--- config.mk ---
export PLATFORM = sky130hd
export DESIGN_NAME = dbg_bus_master
export DESIGN_NICKNAME = d
export VERILOG_FILES = /design/src/rtl/dbg_bus_master.sv
export SDC_FILE = /design/constraint.sdc
export NUM_CORES = 1
export LEC_CHECK = 0
export ABC_AREA = 1
export BUFFER_PORTS_ARGS = -buffer_cell sky130_fd_sc_hd__buf_2
export CAP_MARGIN = 40
export CELL_PAD_IN_SITES_DETAIL_PLACEMENT = 1
export CELL_PAD_IN_SITES_GLOBAL_PLACEMENT = 1
export CORE_MARGIN = 2
export CORE_UTILIZATION = 35
export CTS_CLUSTER_SIZE = 10
export DETAILED_ROUTE_END_ITERATION = 8
export PLACE_DENSITY_LB_ADDON = 0.25
export SETUP_SLACK_MARGIN = 0.4
export SLEW_MARGIN = 10
export SYNTH_ARGS = -nofsm -noshare
export SYNTH_HDL_FRONTEND = slang
export SYNTH_SLANG_ARGS = --single-unit
--- constraint.sdc ---
create_clock -name clk_i -period 3.6 [get_ports clk_i]
set_input_delay 0.54 -clock clk_i [delete_from_list [all_inputs] [get_ports clk_i]]
set_output_delay 0.54 -clock clk_i [all_outputs]
set_load 0.02 [all_outputs]
--- src/rtl/dbg_bus_master.sv ---
// Debug bus master: turns debug commands into single SoC bus
// accesses and returns one response per read/write/reserved op.
module dbg_bus_master #(
  parameter int RADDR_WIDTH = 12,
  parameter int RDATA_WIDTH = 32,
  parameter int TIMEOUT     = 255
) (
  input  logic                   clk_i,
  input  logic                   rst_i,
  input  logic                   cmd_valid_i,
  output logic                   cmd_ready_o,
  input  logic [RADDR_WIDTH-1:0] cmd_addr_i,
  input  logic [RDATA_WIDTH-1:0] cmd_data_i,
  input  logic [1:0]             cmd_op_i,
  output logic                   rsp_valid_o,
  input  logic                   rsp_ready_i,
  output logic [RDATA_WIDTH-1:0] rsp_data_o,
  output logic                   rsp_err_o,
  output logic                   bus_req_o,
  output logic                   bus_we_o,
  output logic [RADDR_WIDTH-1:0] bus_addr_o,
  output logic [RDATA_WIDTH-1:0] bus_wdata_o,
  input  logic                   bus_ack_i,
  input  logic                   bus_err_i,
  input  logic [RDATA_WIDTH-1:0] bus_rdata_i,
  output logic [7:0]             err_cnt_o,
  output logic                   busy_o
);

  localparam logic [15:0] LP_TMO = 16'(TIMEOUT);

  localparam logic [1:0] OP_NOP = 2'b00;
  localparam logic [1:0] OP_RD  = 2'b01;
  localparam logic [1:0] OP_WR  = 2'b10;
  localparam logic [1:0] OP_RSV = 2'b11;

  typedef enum logic [1:0] {
    S_IDLE = 2'd0,
    S_REQ  = 2'd1,
    S_RSP  = 2'd2
  } state_t;

  state_t                 r_state;
  state_t                 w_next;
  logic [15:0]            r_wait;
  logic                   r_we;
  logic [RADDR_WIDTH-1:0] r_addr;
  logic [RDATA_WIDTH-1:0] r_wdata;
  logic [RDATA_WIDTH-1:0] r_rsp_data;
  logic                   r_rsp_err;
  logic [7:0]             r_err_cnt;

  logic w_in_idle;
  logic w_in_req;
  logic w_in_rsp;
  logic w_accept;
  logic w_acc_bus;
  logic w_acc_rsv;
  logic w_done;
  logic w_tmo;
  logic w_rsp_hs;
  logic w_err_entry;

  assign w_in_idle = (r_state == S_IDLE);
  assign w_in_req  = (r_state == S_REQ);
  assign w_in_rsp  = (r_state == S_RSP);

  // Command/bus/response event decode
  always_comb begin
    w_accept    = cmd_valid_i & cmd_ready_o;
    w_acc_bus   = w_accept &
                  ((cmd_op_i == OP_RD) | (cmd_op_i == OP_WR));
    w_acc_rsv   = w_accept & (cmd_op_i == OP_RSV);
    w_done      = w_in_req & bus_ack_i;
    w_tmo       = w_in_req & ~bus_ack_i & (r_wait == LP_TMO);
    w_rsp_hs    = rsp_valid_o & rsp_ready_i;
    w_err_entry = w_acc_rsv | w_tmo | (w_done & bus_err_i);
  end

  // State register
  always_ff @(posedge clk_i or posedge rst_i) begin
    if (rst_i) begin
      r_state <= S_IDLE;
    end else begin
      r_state <= w_next;
    end
  end

  // Next-state logic
  always_comb begin
    w_next = r_state;
    unique case (r_state)
      S_IDLE: begin
        if (w_acc_bus) begin
          w_next = S_REQ;
        end else if (w_acc_rsv) begin
          w_next = S_RSP;
        end
      end
      S_REQ: begin
        if (w_done || w_tmo) begin
          w_next = S_RSP;
        end
      end
      S_RSP: begin
        if (w_rsp_hs) begin
          w_next = S_IDLE;
        end
      end
      default: w_next = S_IDLE;
    endcase
  end

  // State-decoded outputs; ready is held low while in reset
  always_comb begin
    cmd_ready_o = w_in_idle & ~rst_i;
    bus_req_o   = w_in_req;
    rsp_valid_o = w_in_rsp;
    busy_o      = ~w_in_idle;
  end

  // Capture the bus request at acceptance, stable through REQ
  always_ff @(posedge clk_i or posedge rst_i) begin
    if (rst_i) begin
      r_we    <= 1'b0;
      r_addr  <= '0;
      r_wdata <= '0;
    end else if (w_acc_bus) begin
      r_we    <= (cmd_op_i == OP_WR);
      r_addr  <= cmd_addr_i;
      r_wdata <= cmd_data_i;
    end
  end

  // Ack wait counter: cleared on REQ entry, counts unacked cycles
  always_ff @(posedge clk_i or posedge rst_i) begin
    if (rst_i) begin
      r_wait <= '0;
    end else if (w_acc_bus) begin
      r_wait <= '0;
    end else if (w_in_req && !bus_ack_i) begin
      r_wait <= r_wait + 16'd1;
    end
  end

  // Response payload, loaded on RSP entry and cleared on handshake
  always_ff @(posedge clk_i or posedge rst_i) begin
    if (rst_i) begin
      r_rsp_data <= '0;
      r_rsp_err  <= 1'b0;
    end else if (w_acc_rsv || w_tmo) begin
      r_rsp_data <= '0;
      r_rsp_err  <= 1'b1;
    end else if (w_done) begin
      r_rsp_err  <= bus_err_i;
      if (!r_we && !bus_err_i) begin
        r_rsp_data <= bus_rdata_i;
      end else begin
        r_rsp_data <= '0;
      end
    end else if (w_rsp_hs) begin
      r_rsp_data <= '0;
      r_rsp_err  <= 1'b0;
    end
  end

  // Saturating count of error responses
  always_ff @(posedge clk_i or posedge rst_i) begin
    if (rst_i) begin
      r_err_cnt <= 8'd0;
    end else if (w_err_entry && (r_err_cnt != 8'hFF)) begin
      r_err_cnt <= r_err_cnt + 8'd1;
    end
  end

  assign bus_we_o    = r_we;
  assign bus_addr_o  = r_addr;
  assign bus_wdata_o = r_wdata;
  assign rsp_data_o  = r_rsp_data;
  assign rsp_err_o   = r_rsp_err;
  assign err_cnt_o   = r_err_cnt;

  logic w_unused;
  assign w_unused = (cmd_op_i == OP_NOP);

endmodule

==> flow_metrics.tcl, run 1 <==
set metrics [dict create \
    startpoint_type "flop" \
    wl_per_cell_um 14.79 \
    syn_area_mm2 0.004692 \
    p_seq_frac 0.416 \
    synthTopCellsByArea "dfrtp_1 55%, nand2_1 20%, nand3_1 5.8%" \
    ir_drop_v 0.0003103 \
    skew_ns 0.007965 \
    syn2layout_area_growth_pct 27.36 \
    wl_um 13430 \
    cts-resized-gates 0 \
    dp_hpwl_um 9648 \
    synth_ff_type "dfrtp_1" \
    worst-path-max-fanout 48 \
    tns_ns 0 \
    ioPinCount 174 \
    p_comb_frac 0.364 \
    min_period_ns 2.188 \
    leakage_nw 3.442 \
    synth_edf_count 0 \
    cellPowerDensity_mw_per_mm2 710.4 \
    postLayoutCoreUtil 0.4530 \
    multi_input_area_mm2 0.001846 \
    yosysMostFrequentCell "nand2_1" \
    setup_violations 0 \
    syn-instance-count 559 \
    diodes 0 \
    vias 4298 \
    cap_violations 0 \
    swShare 0.4103 \
    r2r_slack_ns 1.41 \
    synth_top_area_frac 0.5547 \
    insertion_delay_ns 0.36 \
    gp_congestion 0.7841 \
    cts_tree "done" \
    rsz0062_at_grt "no" \
    post-place-cells 892 \
    antenna_found_initial 0 \
    die-area_mm2 0.01435 \
    total_power_mw 4.245 \
    cp.arrival_ns 2.48 \
    root_buffer "clkbuf_16" \
    slew_headroom 0.4225 \
    grt_pass1_vias 4614 \
    vias_per_cell 4.733 \
    final_nets 815 \
    fmax_mhz 457.1 \
    worstPathRequired_ns 3.89 \
    synth_nets 647 \
    nFillCells 1673 \
    drive_above_1_share 0.3074 \
    seq_area_mm2 0.002603 \
    post_cts_buffers 0 \
    grt_overflow_total 0 \
    clock_sinks 104 \
    grt_pass1_wl_um 22510 \
    first_pass_iters 4 \
    synth_common_cells "252 x nand2_1, 104 x dfrtp_1, 54 x nand3_1, 30 x nor2_1, 27 x inv_1" \
    placement_rows 42 \
    finalHoldViolations 0 \
    layout.cells.non_filler 908 \
    grt_usage 0.1952 \
    coreArea_mm2 0.01319 \
    cts.htree.levels 3 \
    grt_max_degree 72 \
    yosysTopAreaCell "dfrtp_1" \
    drv_slew 0 \
    worst_setup_path_end_kind "flop" \
    clk_pin_slew_ns 0.07 \
    port_buffers 173 \
    critPathKind "reg2reg" \
    pwr-share-clk 0.220 \
    numCtsBuffers 9 \
    clockBufferDepth 2 \
    chipWidth_um 119.8 \
    outcome "completed" \
    die_h_um 119.8 \
    synthArstFlopShare 1.000 \
    period_share 0.6076 \
    worstMarginPinSlew_ns 0.8651 \
    power.switching_mw 1.742 \
    drt.antenna.violating_nets 0 \
    synth_seq_cells 104 \
    ys_warn_count 0 \
    initial_core_util 0.3557 \
    drc_errors 0 \
    avgSynthCellArea_um2 8.394 \
    drt_iter0_markers 190 \
    synth.yosys.seq_area_share 0.5547 \
    synthDistinctLibCells 28 \
    hp-class "in2async" \
    holdBufCountCts 0 \
    p_int_mw 2.504 \
]
[final cells by class]
class	instances	area share
clock buffers	10	0.03832
clock inverters	6	0.007328
inverters	32	0.02115
multi-input cells	403	0.3088
flip-flops and latches	104	0.4355
well taps	176	0.03685
repair buffers	177	0.1520
[layout by cell type, fill, tap and decap left out, types with 7 or more instances in the layout]
cell         n
dfrtp_1    104
buf_2      173
o21ai_0      9
nand2_2     13
clkbuf_16    9
nand3_1     54
inv_1       26
nand2_1    252
nor2_1      29
a21oi_1      7
[flip-flops by register name, indices dropped and copies added, names as in the netlist]
register / flops
bus_wdata_o: 32
rsp_err_o: 1
err_cnt_o: 8
bus_we_o: 1
r_state: 2
r_wait: 16
bus_addr_o: 12
rsp_data_o: 32
[layer usage]
metal / global-route usage / share of wire / vias to the layer above
met5: 0 / 0 / -
met4: 0.05956 / 0.016 / 0
met3: 0.05894 / 0.069 / 19
met2: 0.3200 / 0.48 / 116
met1: 0.2491 / 0.44 / 2083
li1: - / - / 2080
[path summary, 6_finish.rpt]
path / startpoint / to / cells past startpoint
setup / recovery: r_state[0] / bus_wdata_o[23] / 7
hold / removal: rst_i / bus_wdata_o[6] / 2
setup reg to reg: r_state[0] / bus_wdata_o[23] / 7
hold reg to reg: rsp_data_o[6] / rsp_data_o[6] / 2
max in group asynchronous: rst_i / rsp_data_o[25] / 3
min in group clk_i: cmd_data_i[18] / bus_wdata_o[18] / 3
[power groups by stage]
stage                     combinational, mW  clock [mW]  sequential, mW
final                                  1.54       0.933            1.77
after global routing                   1.70        1.01            1.82
after CTS                              1.57       0.953            1.77
after detailed placement               1.57           0            1.78
after global placement                 1.52           0            1.77
after floorplan                       0.561           0            2.19
[critical path, cell delays in order, from the launching register on]
cell and delay (ns):
dfrtp_1 0.41, nor2_2 0.20, inv_2 0.08, nor2_4 0.12, nand3_2 0.31, inv_2 0.76
nand2_1 0.14, nand2_1 0.09
[through the flow]
stage / hold WS, ns / cell area, um^2 / setup WS, ns
2_1_floorplan: 0.4836 / 4696 / 1.814
3_3_place_gp: 0.4489 / 5703 / 1.243
3_5_place_dp: 0.4537 / 5703 / 1.160
4_1_cts: 0.3633 / 5976 / 1.364
5_1_grt: 0.3733 / 5976 / 1.158
6_report: 0.3501 / 5976 / 1.412
[cell families (layout without fill, tap and decap cells)]
group | count (synthesis) | in the layout | share of synthesized area
fa+ha+maj | 4 | 4 | 0.01067
flops | 104 | 104 | 0.5547
compound gates | 20 | 20 | 0.02347
xor+xnor | 5 | 5 | 0.009335
simple gates | 374 | 374 | 0.3493
buf+inv | 52 | 225 | 0.05253
No activity file was read; power rests on OpenSTA's default activity.
==> inputs of run 2 (changes only) <==
Settings changed: ABC_AREA 1 to 0, CORE_UTILIZATION 35 to 37.
Clock period 3.6 ns to 2.1 ns, I/O delays scaled along.
==> run 2 against run 1 <==
Clock skew is 0.0056 ns higher; combinational power is 110% higher; first-iteration DRC count is 11% lower; final area is 13% higher; critical path depth stayed put; worst setup slack worse by 1.2 ns; die area is 11% lower; core utilization is 14 points higher; power is 86% higher; synthesized cell count is 37% lower; largest cell class unchanged.
==> flow_metrics.tcl, run 2 <==
set metrics [dict create \
    coreArea_mm2 0.01147 \
    drt.antenna.violating_nets 0 \
    layout_commonest_cell "buf_2" \
    yosysMostFrequentCell "dfrtp_1" \
    slew_headroom 0.6282 \
    port_buffers 173 \
    ys_warn_count 0 \
    wl_um 14780 \
    synthArstFlopShare 1.000 \
    syn_area_mm2 0.004375 \
    numCtsBuffers 9 \
    synthTopCellsByArea "dfrtp_1 59%, mux2_2 11%, a22oi_1 5.7%" \
    hp-class "in2async" \
    synth_edf_count 0 \
    grt_pass1_wl_um 19940 \
    crit_path_end "err_cnt_o[1]" \
    synth_common_cells "104 x dfrtp_1, 52 x nor2_1, 41 x mux2_2, 33 x a22oi_1, 14 x xnor2_1" \
    tns_ns 0 \
    fmax_mhz 524.4 \
    dp_hpwl_um 8348 \
    antenna_found_initial 1 \
    r2r_slack_ns 0.19 \
    nFillCells 1207 \
    initial_core_util 0.3816 \
    rsz0062_at_grt "yes" \
    startpoint_type "flop" \
    drc_errors 0 \
    die-area_mm2 0.01271 \
    synthDistinctLibCells 46 \
    cap_violations 0 \
    vias 3760 \
    finalHoldViolations 0 \
    final_nets 665 \
    syn2layout_area_growth_pct 54.22 \
    vias_per_cell 5.179 \
    gp_congestion 0.7666 \
    drv_slew 0 \
    reg2reg_from "r_wait[10]" \
    synth_nets 440 \
    worstMarginPinSlew_ns 0.5578 \
    yosysTopAreaCell "dfrtp_1" \
    total_power_mw 7.903 \
    critPathKind "reg2reg" \
    cts_tree "done" \
    insertion_delay_ns 0.35 \
    placement_rows 39 \
    clockBufferDepth 2 \
    r2r-end "err_cnt_o[1]" \
    worst_setup_path_end_kind "flop" \
    syn-instance-count 352 \
    worst-path-max-fanout 4 \
    drive_above_1_share 0.5773 \
    postLayoutCoreUtil 0.5884 \
    root_buffer "clkbuf_16" \
    worstPathRequired_ns 2.33 \
    skew_ns 0.01355 \
    leakage_nw 3.389 \
    first_pass_iters 4 \
    layout_common_cells "170 x buf_2, 97 x dfrtp_1, 46 x nor2_1" \
    die_h_um 112.7 \
    wl_per_cell_um 20.35 \
    period_share 0.9081 \
    min_period_ns 1.907 \
    clock_sinks 104 \
    synth_ff_type "dfrtp_1" \
    holdBufCountCts 0 \
    cellPowerDensity_mw_per_mm2 1171 \
    rr_worst_depth 7 \
    synth_top_area_frac 0.5948 \
    outcome "completed" \
    ir_drop_v 0.0006602 \
    cp.arrival_ns 2.13 \
    grt_usage 0.1977 \
    grt_overflow_total 0 \
    grt_max_degree 105 \
    grt_pass1_vias 3900 \
    synth_seq_cells 104 \
    ioPinCount 174 \
    cts.htree.levels 3 \
    clk_pin_slew_ns 0.08 \
    drt_iter0_markers 169 \
    synth.yosys.seq_area_share 0.5948 \
    chipWidth_um 112.7 \
    crit_start "r_wait[10]" \
    setup_violations 0 \
    avgSynthCellArea_um2 12.43 \
]
-- run 2: changes by cell type in the layout (fill, tap and decap cells not counted), sizes merged, moves of 12 or more --
cell   change
nor2      +18
nand3     -53
xnor2     +12
inv       -25
mux2      +46
buf       +48
a22oi     +32
nand2    -256
-- run 2: worst max-delay path, cell delays in order (launching register included) --
cell and delay, ns:
dfrtp_2 0.46, nor4_4 0.33, nand4_1 0.20, buf_4 0.20, nor3_4 0.12, buf_6 0.15
nor2_4 0.05, mux2_4 0.29
-- run 2: kinds of logic (layout without fill, tap and decap cells) --
logic type      count (synthesis)  in the layout  share of synthesized area
simple gates                  105            105                     0.1247
flops                         104            104                     0.5948
compound gates                 52             52                    0.08751
mux                            46             46                     0.1192
buf+inv                        23            253                    0.02631
xor+xnor                       18             18                    0.03603
fa+ha+maj                       4              4                    0.01144
other cells                     0              1                          0
-- run 2: worst min path at each step --
stage / from / endpoint / slack, ns
2_1_floorplan: cmd_data_i[16] / bus_wdata_o[16] / 0.45
3_3_place_gp: bus_wdata_o[19] / bus_wdata_o[19] / 0.47
3_5_place_dp: bus_wdata_o[17] / bus_wdata_o[17] / 0.47
4_1_cts: cmd_data_i[17] / bus_wdata_o[17] / 0.17
5_1_grt: cmd_data_i[19] / bus_wdata_o[19] / 0.19
6_report: rst_i / rsp_data_o[25] / 0.19
-- run 2: report_power, final --
part	internal, mW	switching (mW)
clock network	0.891	0.785
registers	2.63	0.404
logic	1.47	1.72
-- run 2: per-layer routing --
layer  part of all wire  vias to the layer above  track usage
li1                   -                     1703            -
met1               0.39                     1909       0.2453
met2               0.54                      132       0.3425
met3              0.052                       16      0.04553
met4              0.018                        0      0.06423
met5                  0                        -            0
-- run 2: through the flow --
stage                     setup slack [ns]  hold WS, ns  instance area (um^2)  instances
final                               0.1931       0.1880                  6748        726
after global routing                0.1588       0.1851                  6748        726
after CTS                           0.2437       0.1742                  6093        696
after detailed placement            0.1833       0.4705                  5518        663
after global placement              0.2345       0.4661                  5518        663
after floorplan                    -0.4123       0.4497                  4425        352
-- run 2: repair_timing --
| item | CTS | global route |
|---|---|---|
| gates cloned | 3 | 9 |
| resized for setup | 22 | 85 |
| setup endpoints to repair | 89 | 101 |
| setup buffers | 14 | 20 |
| pin swaps | 11 | 14 |
-- run 2: layout make-up --
type | count | area [um^2] | area share
antenna | 1 | 2.502 | 0.0003709
clock buffer | 11 | 252.7 | 0.03746
clock inverter | 5 | 46.29 | 0.006861
inverter | 6 | 26.28 | 0.003894
multi-input combinational | 225 | 1976 | 0.2928
sequential | 104 | 2611 | 0.3870
tap | 143 | 178.9 | 0.02652
timing repair buffer | 231 | 1654 | 0.2451
